File: config.mk
export PLATFORM = sky130hd
export DESIGN_NAME = hazard_ctrl_flat
export DESIGN_NICKNAME = d
export VERILOG_FILES = /design/src/rtl/hazard_ctrl_if.sv /design/src/rtl/hazard_ctrl.sv /design/src/flat_wrapper.sv
export SDC_FILE = /design/constraint.sdc
export NUM_CORES = 1
export LEC_CHECK = 0
export ABC_AREA = 1
export CORE_ASPECT_RATIO = 1.5
export CORE_UTILIZATION = 46
export DETAILED_ROUTE_END_ITERATION = 16
export GPL_TIMING_DRIVEN = 0
export PLACE_DENSITY = 0.81
export RECOVER_POWER = 50
export SLEW_MARGIN = 10
export SYNTH_ARGS = -nofsm -noshare
export SYNTH_HDL_FRONTEND = slang
export SYNTH_SLANG_ARGS = --single-unit
File: constraint.sdc
create_clock -name CLK -period 2.3 [get_ports CLK]
set_input_delay 0.575 -clock CLK [delete_from_list [all_inputs] [get_ports CLK]]
set_output_delay 0.575 -clock CLK [all_outputs]
set_load 0.02 [all_outputs]
File: src/rtl/hazard_ctrl_if.sv
// Hazard controller signal bundle: pipeline status in, stage enables/flushes/redirect out.
// The master side drives pipeline status; the slave side (hazard_ctrl) drives pipeline control.
interface hazard_ctrl_if #(
   parameter int CNT_W = 16
);
   logic             ihit;
   logic             dhit;
   logic             mem_dreq;
   logic             mem_halt;
   logic             br_taken;
   logic [31:0]      br_target;
   logic [4:0]       id_rsel1;
   logic [4:0]       id_rsel2;
   logic [4:0]       ex_wsel;
   logic             ex_wen;
   logic             ex_memread;

   logic             pc_en;
   logic             ifid_en;
   logic             idex_en;
   logic             exmem_en;
   logic             memwb_en;
   logic             ifid_flush;
   logic             idex_flush;
   logic             exmem_flush;
   logic             memwb_flush;
   logic             pc_redirect;
   logic [31:0]      redirect_addr;
   logic             halted;
   logic [CNT_W-1:0] stall_cnt;
   logic [CNT_W-1:0] redir_cnt;

   modport master (
      output ihit, dhit, mem_dreq, mem_halt, br_taken, br_target,
             id_rsel1, id_rsel2, ex_wsel, ex_wen, ex_memread,
      input  pc_en, ifid_en, idex_en, exmem_en, memwb_en,
             ifid_flush, idex_flush, exmem_flush, memwb_flush,
             pc_redirect, redirect_addr, halted, stall_cnt, redir_cnt
   );

   modport slave (
      input  ihit, dhit, mem_dreq, mem_halt, br_taken, br_target,
             id_rsel1, id_rsel2, ex_wsel, ex_wen, ex_memread,
      output pc_en, ifid_en, idex_en, exmem_en, memwb_en,
             ifid_flush, idex_flush, exmem_flush, memwb_flush,
             pc_redirect, redirect_addr, halted, stall_cnt, redir_cnt
   );
endinterface

File: src/rtl/hazard_ctrl.sv
// Pipeline hazard controller: stage enables/flushes and PC redirect, combinational from state and inputs.
// Holds a branch target across an outstanding fetch (FPEND) and halts stickily until reset.
module hazard_ctrl #(
   parameter int CNT_W = 16
) (
   input logic         CLK,
   input logic         nRST,
   hazard_ctrl_if.slave bus
);

   typedef enum logic [1:0] {
      RUN   = 2'd0,
      FPEND = 2'd1,
      HALT  = 2'd2
   } state_t;

   state_t             state_q, state_d;
   logic [31:0]        tgt_q, tgt_d;
   logic [CNT_W-1:0]   stall_cnt_q, stall_cnt_d;
   logic [CNT_W-1:0]   redir_cnt_q, redir_cnt_d;

   logic               dstall;
   logic               luse;
   logic               pc_en, ifid_en, idex_en, exmem_en, memwb_en;
   logic               ifid_flush, idex_flush, exmem_flush, memwb_flush;
   logic               pc_redirect;
   logic [31:0]        redirect_addr;
   logic               stall_inc;

   assign dstall = bus.mem_dreq & ~bus.dhit;
   assign luse   = bus.ex_memread & bus.ex_wen & (bus.ex_wsel != 5'd0) &
                   ((bus.ex_wsel == bus.id_rsel1) | (bus.ex_wsel == bus.id_rsel2));

   always_comb begin
      state_d       = state_q;
      tgt_d         = tgt_q;
      pc_en         = 1'b1;
      ifid_en       = 1'b1;
      idex_en       = 1'b1;
      exmem_en      = 1'b1;
      memwb_en      = 1'b1;
      ifid_flush    = 1'b0;
      idex_flush    = 1'b0;
      exmem_flush   = 1'b0;
      memwb_flush   = 1'b0;
      pc_redirect   = 1'b0;
      redirect_addr = tgt_q;

      if (state_q == HALT || bus.mem_halt) begin
         pc_en    = 1'b0;
         ifid_en  = 1'b0;
         idex_en  = 1'b0;
         exmem_en = 1'b0;
         memwb_en = 1'b0;
         state_d  = HALT;
      end else if (dstall) begin
         // Freeze everything upstream of MEM; WB receives a bubble while MEM waits.
         pc_en       = 1'b0;
         ifid_en     = 1'b0;
         idex_en     = 1'b0;
         exmem_en    = 1'b0;
         memwb_flush = 1'b1;
      end else if (bus.br_taken) begin
         ifid_flush  = 1'b1;
         idex_flush  = 1'b1;
         exmem_flush = 1'b1;
         if (bus.ihit) begin
            pc_redirect   = 1'b1;
            redirect_addr = bus.br_target;
            state_d       = RUN;
         end else begin
            // Fetch still in flight: park the target until it lands.
            pc_en   = 1'b0;
            tgt_d   = bus.br_target;
            state_d = FPEND;
         end
      end else if (state_q == FPEND) begin
         ifid_flush = 1'b1;
         if (bus.ihit) begin
            pc_redirect = 1'b1;
            state_d     = RUN;
         end else begin
            pc_en = 1'b0;
         end
      end else if (luse) begin
         pc_en      = 1'b0;
         ifid_en    = 1'b0;
         idex_flush = 1'b1;
      end else if (!bus.ihit) begin
         pc_en      = 1'b0;
         ifid_flush = 1'b1;
      end

      // Control outputs are quiet while reset is held.
      if (!nRST) begin
         pc_en         = 1'b0;
         ifid_en       = 1'b0;
         idex_en       = 1'b0;
         exmem_en      = 1'b0;
         memwb_en      = 1'b0;
         ifid_flush    = 1'b0;
         idex_flush    = 1'b0;
         exmem_flush   = 1'b0;
         memwb_flush   = 1'b0;
         pc_redirect   = 1'b0;
         redirect_addr = 32'd0;
      end
   end

   assign stall_inc = ~pc_en & (state_q != HALT) & ~bus.mem_halt;

   always_comb begin
      stall_cnt_d = stall_cnt_q;
      redir_cnt_d = redir_cnt_q;
      if (stall_inc && stall_cnt_q != {CNT_W{1'b1}})
         stall_cnt_d = stall_cnt_q + 1'b1;
      if (pc_redirect && redir_cnt_q != {CNT_W{1'b1}})
         redir_cnt_d = redir_cnt_q + 1'b1;
   end

   always_ff @(posedge CLK or negedge nRST) begin
      if (!nRST) begin
         state_q     <= RUN;
         tgt_q       <= 32'd0;
         stall_cnt_q <= '0;
         redir_cnt_q <= '0;
      end else begin
         state_q     <= state_d;
         tgt_q       <= tgt_d;
         stall_cnt_q <= stall_cnt_d;
         redir_cnt_q <= redir_cnt_d;
      end
   end

   assign bus.pc_en         = pc_en;
   assign bus.ifid_en       = ifid_en;
   assign bus.idex_en       = idex_en;
   assign bus.exmem_en      = exmem_en;
   assign bus.memwb_en      = memwb_en;
   assign bus.ifid_flush    = ifid_flush;
   assign bus.idex_flush    = idex_flush;
   assign bus.exmem_flush   = exmem_flush;
   assign bus.memwb_flush   = memwb_flush;
   assign bus.pc_redirect   = pc_redirect;
   assign bus.redirect_addr = redirect_addr;
   assign bus.halted        = nRST & (state_q == HALT);
   assign bus.stall_cnt     = stall_cnt_q;
   assign bus.redir_cnt     = redir_cnt_q;

endmodule

File: src/flat_wrapper.sv
// flat-port wrapper written by rule: the top's interface ports become plain ports
module hazard_ctrl_flat 
#(
   parameter int CNT_W = 16
)
  (CLK, nRST, bus_ihit, bus_dhit, bus_mem_dreq, bus_mem_halt, bus_br_taken, bus_br_target, bus_id_rsel1, bus_id_rsel2, bus_ex_wsel, bus_ex_wen, bus_ex_memread, bus_pc_en, bus_ifid_en, bus_idex_en, bus_exmem_en, bus_memwb_en, bus_ifid_flush, bus_idex_flush, bus_exmem_flush, bus_memwb_flush, bus_pc_redirect, bus_redirect_addr, bus_halted, bus_stall_cnt, bus_redir_cnt);
  hazard_ctrl_if #(.CNT_W(CNT_W)) bus_i ();
  input logic CLK;
  input logic nRST;
  input wire logic [$bits(bus_i.ihit)-1:0] bus_ihit;
  input wire logic [$bits(bus_i.dhit)-1:0] bus_dhit;
  input wire logic [$bits(bus_i.mem_dreq)-1:0] bus_mem_dreq;
  input wire logic [$bits(bus_i.mem_halt)-1:0] bus_mem_halt;
  input wire logic [$bits(bus_i.br_taken)-1:0] bus_br_taken;
  input wire logic [$bits(bus_i.br_target)-1:0] bus_br_target;
  input wire logic [$bits(bus_i.id_rsel1)-1:0] bus_id_rsel1;
  input wire logic [$bits(bus_i.id_rsel2)-1:0] bus_id_rsel2;
  input wire logic [$bits(bus_i.ex_wsel)-1:0] bus_ex_wsel;
  input wire logic [$bits(bus_i.ex_wen)-1:0] bus_ex_wen;
  input wire logic [$bits(bus_i.ex_memread)-1:0] bus_ex_memread;
  output wire logic [$bits(bus_i.pc_en)-1:0] bus_pc_en;
  output wire logic [$bits(bus_i.ifid_en)-1:0] bus_ifid_en;
  output wire logic [$bits(bus_i.idex_en)-1:0] bus_idex_en;
  output wire logic [$bits(bus_i.exmem_en)-1:0] bus_exmem_en;
  output wire logic [$bits(bus_i.memwb_en)-1:0] bus_memwb_en;
  output wire logic [$bits(bus_i.ifid_flush)-1:0] bus_ifid_flush;
  output wire logic [$bits(bus_i.idex_flush)-1:0] bus_idex_flush;
  output wire logic [$bits(bus_i.exmem_flush)-1:0] bus_exmem_flush;
  output wire logic [$bits(bus_i.memwb_flush)-1:0] bus_memwb_flush;
  output wire logic [$bits(bus_i.pc_redirect)-1:0] bus_pc_redirect;
  output wire logic [$bits(bus_i.redirect_addr)-1:0] bus_redirect_addr;
  output wire logic [$bits(bus_i.halted)-1:0] bus_halted;
  output wire logic [$bits(bus_i.stall_cnt)-1:0] bus_stall_cnt;
  output wire logic [$bits(bus_i.redir_cnt)-1:0] bus_redir_cnt;
  assign bus_i.ihit = bus_ihit;
  assign bus_i.dhit = bus_dhit;
  assign bus_i.mem_dreq = bus_mem_dreq;
  assign bus_i.mem_halt = bus_mem_halt;
  assign bus_i.br_taken = bus_br_taken;
  assign bus_i.br_target = bus_br_target;
  assign bus_i.id_rsel1 = bus_id_rsel1;
  assign bus_i.id_rsel2 = bus_id_rsel2;
  assign bus_i.ex_wsel = bus_ex_wsel;
  assign bus_i.ex_wen = bus_ex_wen;
  assign bus_i.ex_memread = bus_ex_memread;
  assign bus_pc_en = bus_i.pc_en;
  assign bus_ifid_en = bus_i.ifid_en;
  assign bus_idex_en = bus_i.idex_en;
  assign bus_exmem_en = bus_i.exmem_en;
  assign bus_memwb_en = bus_i.memwb_en;
  assign bus_ifid_flush = bus_i.ifid_flush;
  assign bus_idex_flush = bus_i.idex_flush;
  assign bus_exmem_flush = bus_i.exmem_flush;
  assign bus_memwb_flush = bus_i.memwb_flush;
  assign bus_pc_redirect = bus_i.pc_redirect;
  assign bus_redirect_addr = bus_i.redirect_addr;
  assign bus_halted = bus_i.halted;
  assign bus_stall_cnt = bus_i.stall_cnt;
  assign bus_redir_cnt = bus_i.redir_cnt;
  hazard_ctrl #(.CNT_W(CNT_W)) u_core (.CLK(CLK), .nRST(nRST), .bus(bus_i));
endmodule
==> results.md <==
- Async SR Flop Fraction: 1.00
- Net count reported at finish: between 700 and 800
- Final WL: between 10000 and 15000 um
- Die width: 76.5 um
- Top area cells in the synthesized netlist: dfrtp_1 (43%), nand2_1 (13%), o21ai_0 (8.6%)
- Number of CTS-inserted buffers: 9
- Reg2reg path depth: 11
- Port Buffer Count: 130
- Crit path time final: 2.59 ns
- GRT Total Usage: 0.302
- Setup tns final: -7.67 ns
- Synth cell types: 33
- Worst-margin pin slew: 0.447 ns
- Hold slack: slightly below 0.09 ns
- Top FF cell, synth: dfrtp_1
- Routed via count divided by cell count: between 5 and 6
- Grt ovf: 0
- Design Power: between 0.003 and 0.004 W
- P&R area growth vs syn: 67.8%
- Vias in the first global route: 4406
- Final ANT Viol Nets: 0
- Post-synthesis register bit count: between 60 and 70
- Die ar.: slightly below 9000 um^2
- Fmax: between 300 and 400 MHz
- Net count after synthesis: between 500 and 600
- Sw Ratio: 0.263
- Layout cells sized above 1: 0.298
- Multi-input logic area: approximately 2300 um^2
- CTS tree: done
- Lkg Pwr: approximately 3.0 nW
- Max H-tree Level: 3
- Post-synthesis cell area: 3820 um^2
- Worst Path Max Fanout: 3
- Synth top area share: 0.432
- Reg power frac: 0.367
- CTS Sinks: 66
- Avg WL per Cell: 17.3 um
- Clk_lat worst skew: between 0.3 and 0.4 ns
- Mean Syn Cell Area: approximately 7.5 um^2
- Hold Crit Class: in -> async
- N_diodes: 0
- Clock slew at reported path FFs: ~0.050 ns
- Power Density: ~530 nW/um^2
- Fillers: between 500 and 600
- Ports: 131
- Total number of vias: ~4400
- Largest net degree at the start of global routing: 44
- Starting Density: 0.475
- Register Area: between 1500 and 2000 um^2
- Routability cong.: 0.991
- Commonest non-fill, non-tap cell in the layout: nand2_1
- First-pass GRT wire length: slightly above 20000 um
- Status: complete, but fails checks
- Final hold viol count: 0
- DP HPWL: 8260 um
- Pre-Repair DR Iteration Count: 6
- Root Driver: clkbuf_16
- RSZ-0062 raised after global routing: yes
- Cell Rows: 40
- Fin util: 0.797
- Slew Limit Fails: 0
- Initial antenna violation count: 0
- Final setup margin: -0.294 ns
- Hold buffer count at cts: 0
- Synth area leader: dfrtp_1
- Pint: ~0.0025 W
- Startpoint Class: flop
- Core ar.: 8060 um^2
- DRT iter0 DRCs: between 200 and 300
- Failing checks: negative setup slack
- Commonest non-fill, non-tap cells in the layout: nand2_1 (127), dfrtp_1 (66), clkdlybuf4s50_1 (65)
- # DRC: 0
- Post-synthesis sequential area ratio: 0.432
- Arr. time, crit path: just over 2 ns
- Syn Inst Count: 512
- Clock group share of total power: 0.447
- Clock buffer depth: 2
- EDFF count, synth: 0
- Crit path kind: reg -> out
- Synth warn: 0
- CP required: 1.73 ns
- Worst ir drop on vdd: around 0.63 mV
- Die Span Y: ~110 um
- Max-capacitance violation count: 0
- Crit. End Element: output pin
- Logic pwr share: 0.186
- Period utilization: 1.13
- Setup Skew: between 0.006 and 0.007 ns
- Relative slew slack: 0.702
- # setup viols final: 33
- Psw: roughly 0.00090 W
[state kept, by name (all words and copies together) (netlist names)]
| register | count |
|---|---|
| u_core.tgt_q | 32 |
| u_core.bus.redir_cnt | 16 |
| u_core.state_q | 2 |
| u_core.bus.stall_cnt | 16 |
[final timing paths]
path,from,to,slack [ns]
worst max-delay path,u_core.state_q[1],bus_redirect_addr[31],-0.29
worst min-delay path,nRST,u_core.bus.stall_cnt[2],0.09
worst max register to register,u_core.state_q[0],u_core.bus.redir_cnt[12],0.13
worst min register to register,u_core.bus.stall_cnt[15],u_core.bus.stall_cnt[15],0.52
max in group asynchronous,nRST,u_core.tgt_q[15],1.69
min in group CLK,bus_mem_halt,u_core.state_q[0],0.47
[timing repair]
| action | 4_1_cts | 5_1_grt |
|---|---|---|
| setup endpoints to repair | 43 | 41 |
| gates resized for setup | 363 | 111 |
| gates cloned | 5 | 1 |
| buffers inserted | 17 | 3 |
| pin swaps | 40 | 23 |
[synth_stat cells, types with 2 or more instances]
cell,n
ha_1,2
a21oi_1,34
nand2_2,2
o21ai_0,66
nor4_1,3
nand3_1,14
nor2_1,27
buf_2,6
inv_1,66
nand4_1,19
xnor2_1,12
nand3_2,4
nand2_1,129
dfrtp_1,66
inv_2,5
nor3_1,11
clkbuf_1,13
nor2_4,2
xor2_1,17
[routing by layer]
metal | GRT usage | vias to the layer above | wire length [um]
li1 | - | 1986 | -
met1 | 0.334 | 2088 | 4820
met2 | 0.540 | 211 | 7330
met3 | 0.0520 | 71 | 776
met4 | 0.179 | 0 | 757
met5 | 0 | - | 0
[metrics by stage]
stage	instances	area, um^2	setup WS [ns]
2_1_floorplan	512	3890	-0.0580
3_3_place_gp	747	5330	-3.49
3_5_place_dp	748	5340	-1.24
4_1_cts	786	6110	-0.363
5_1_grt	789	6420	-0.385
6_report	789	6420	-0.294
[area by class of cell]
class,count,area share
plain buffers,21,0.0366
clock buffers,12,0.0400
clock inverters,4,0.0115
inverters,71,0.0431
multi-input cells,353,0.357
flip-flops and latches,66,0.257
well taps,105,0.0205
repair buffers,156,0.233
repair inverters,1,0.00117
[kinds of logic (layout without fill, tap and decap cells)]
group           count (synthesis)  in the layout  share of synthesized area
flops                          66             66                      0.432
compound gates                104            104                      0.140
xor+xnor                       29             29                     0.0664
simple gates                  218            218                      0.259
fa+ha+maj                       2              2                    0.00654
buf+inv                        93            265                     0.0962
[power groups by stage]
| stage | logic, W | registers [W] | clock network (W) |
|---|---|---|---|
| after detailed placement | 0.000523 | 0.00127 | 0 |
| after global routing | 0.000679 | 0.00126 | 0.00157 |
| final | 0.000637 | 0.00125 | 0.00153 |
| after CTS | 0.000542 | 0.00125 | 0.00152 |
| after floorplan | 0.000225 | 0.00127 | 0 |
| after global placement | 0.000510 | 0.00127 | 0 |
[worst max-delay path: stages, from the launching register on]
cell and delay, ns:
dfrtp_1 0.41, a21oi_4 0.18, nand2_2 0.10, nor3_4 0.21
clkinvlp_4 0.18, buf_6 0.16, buf_6 0.11, o21ai_2 0.13
a21oi_2 0.05, buf_2 0.15
Power figures use the tool's default switching activity.
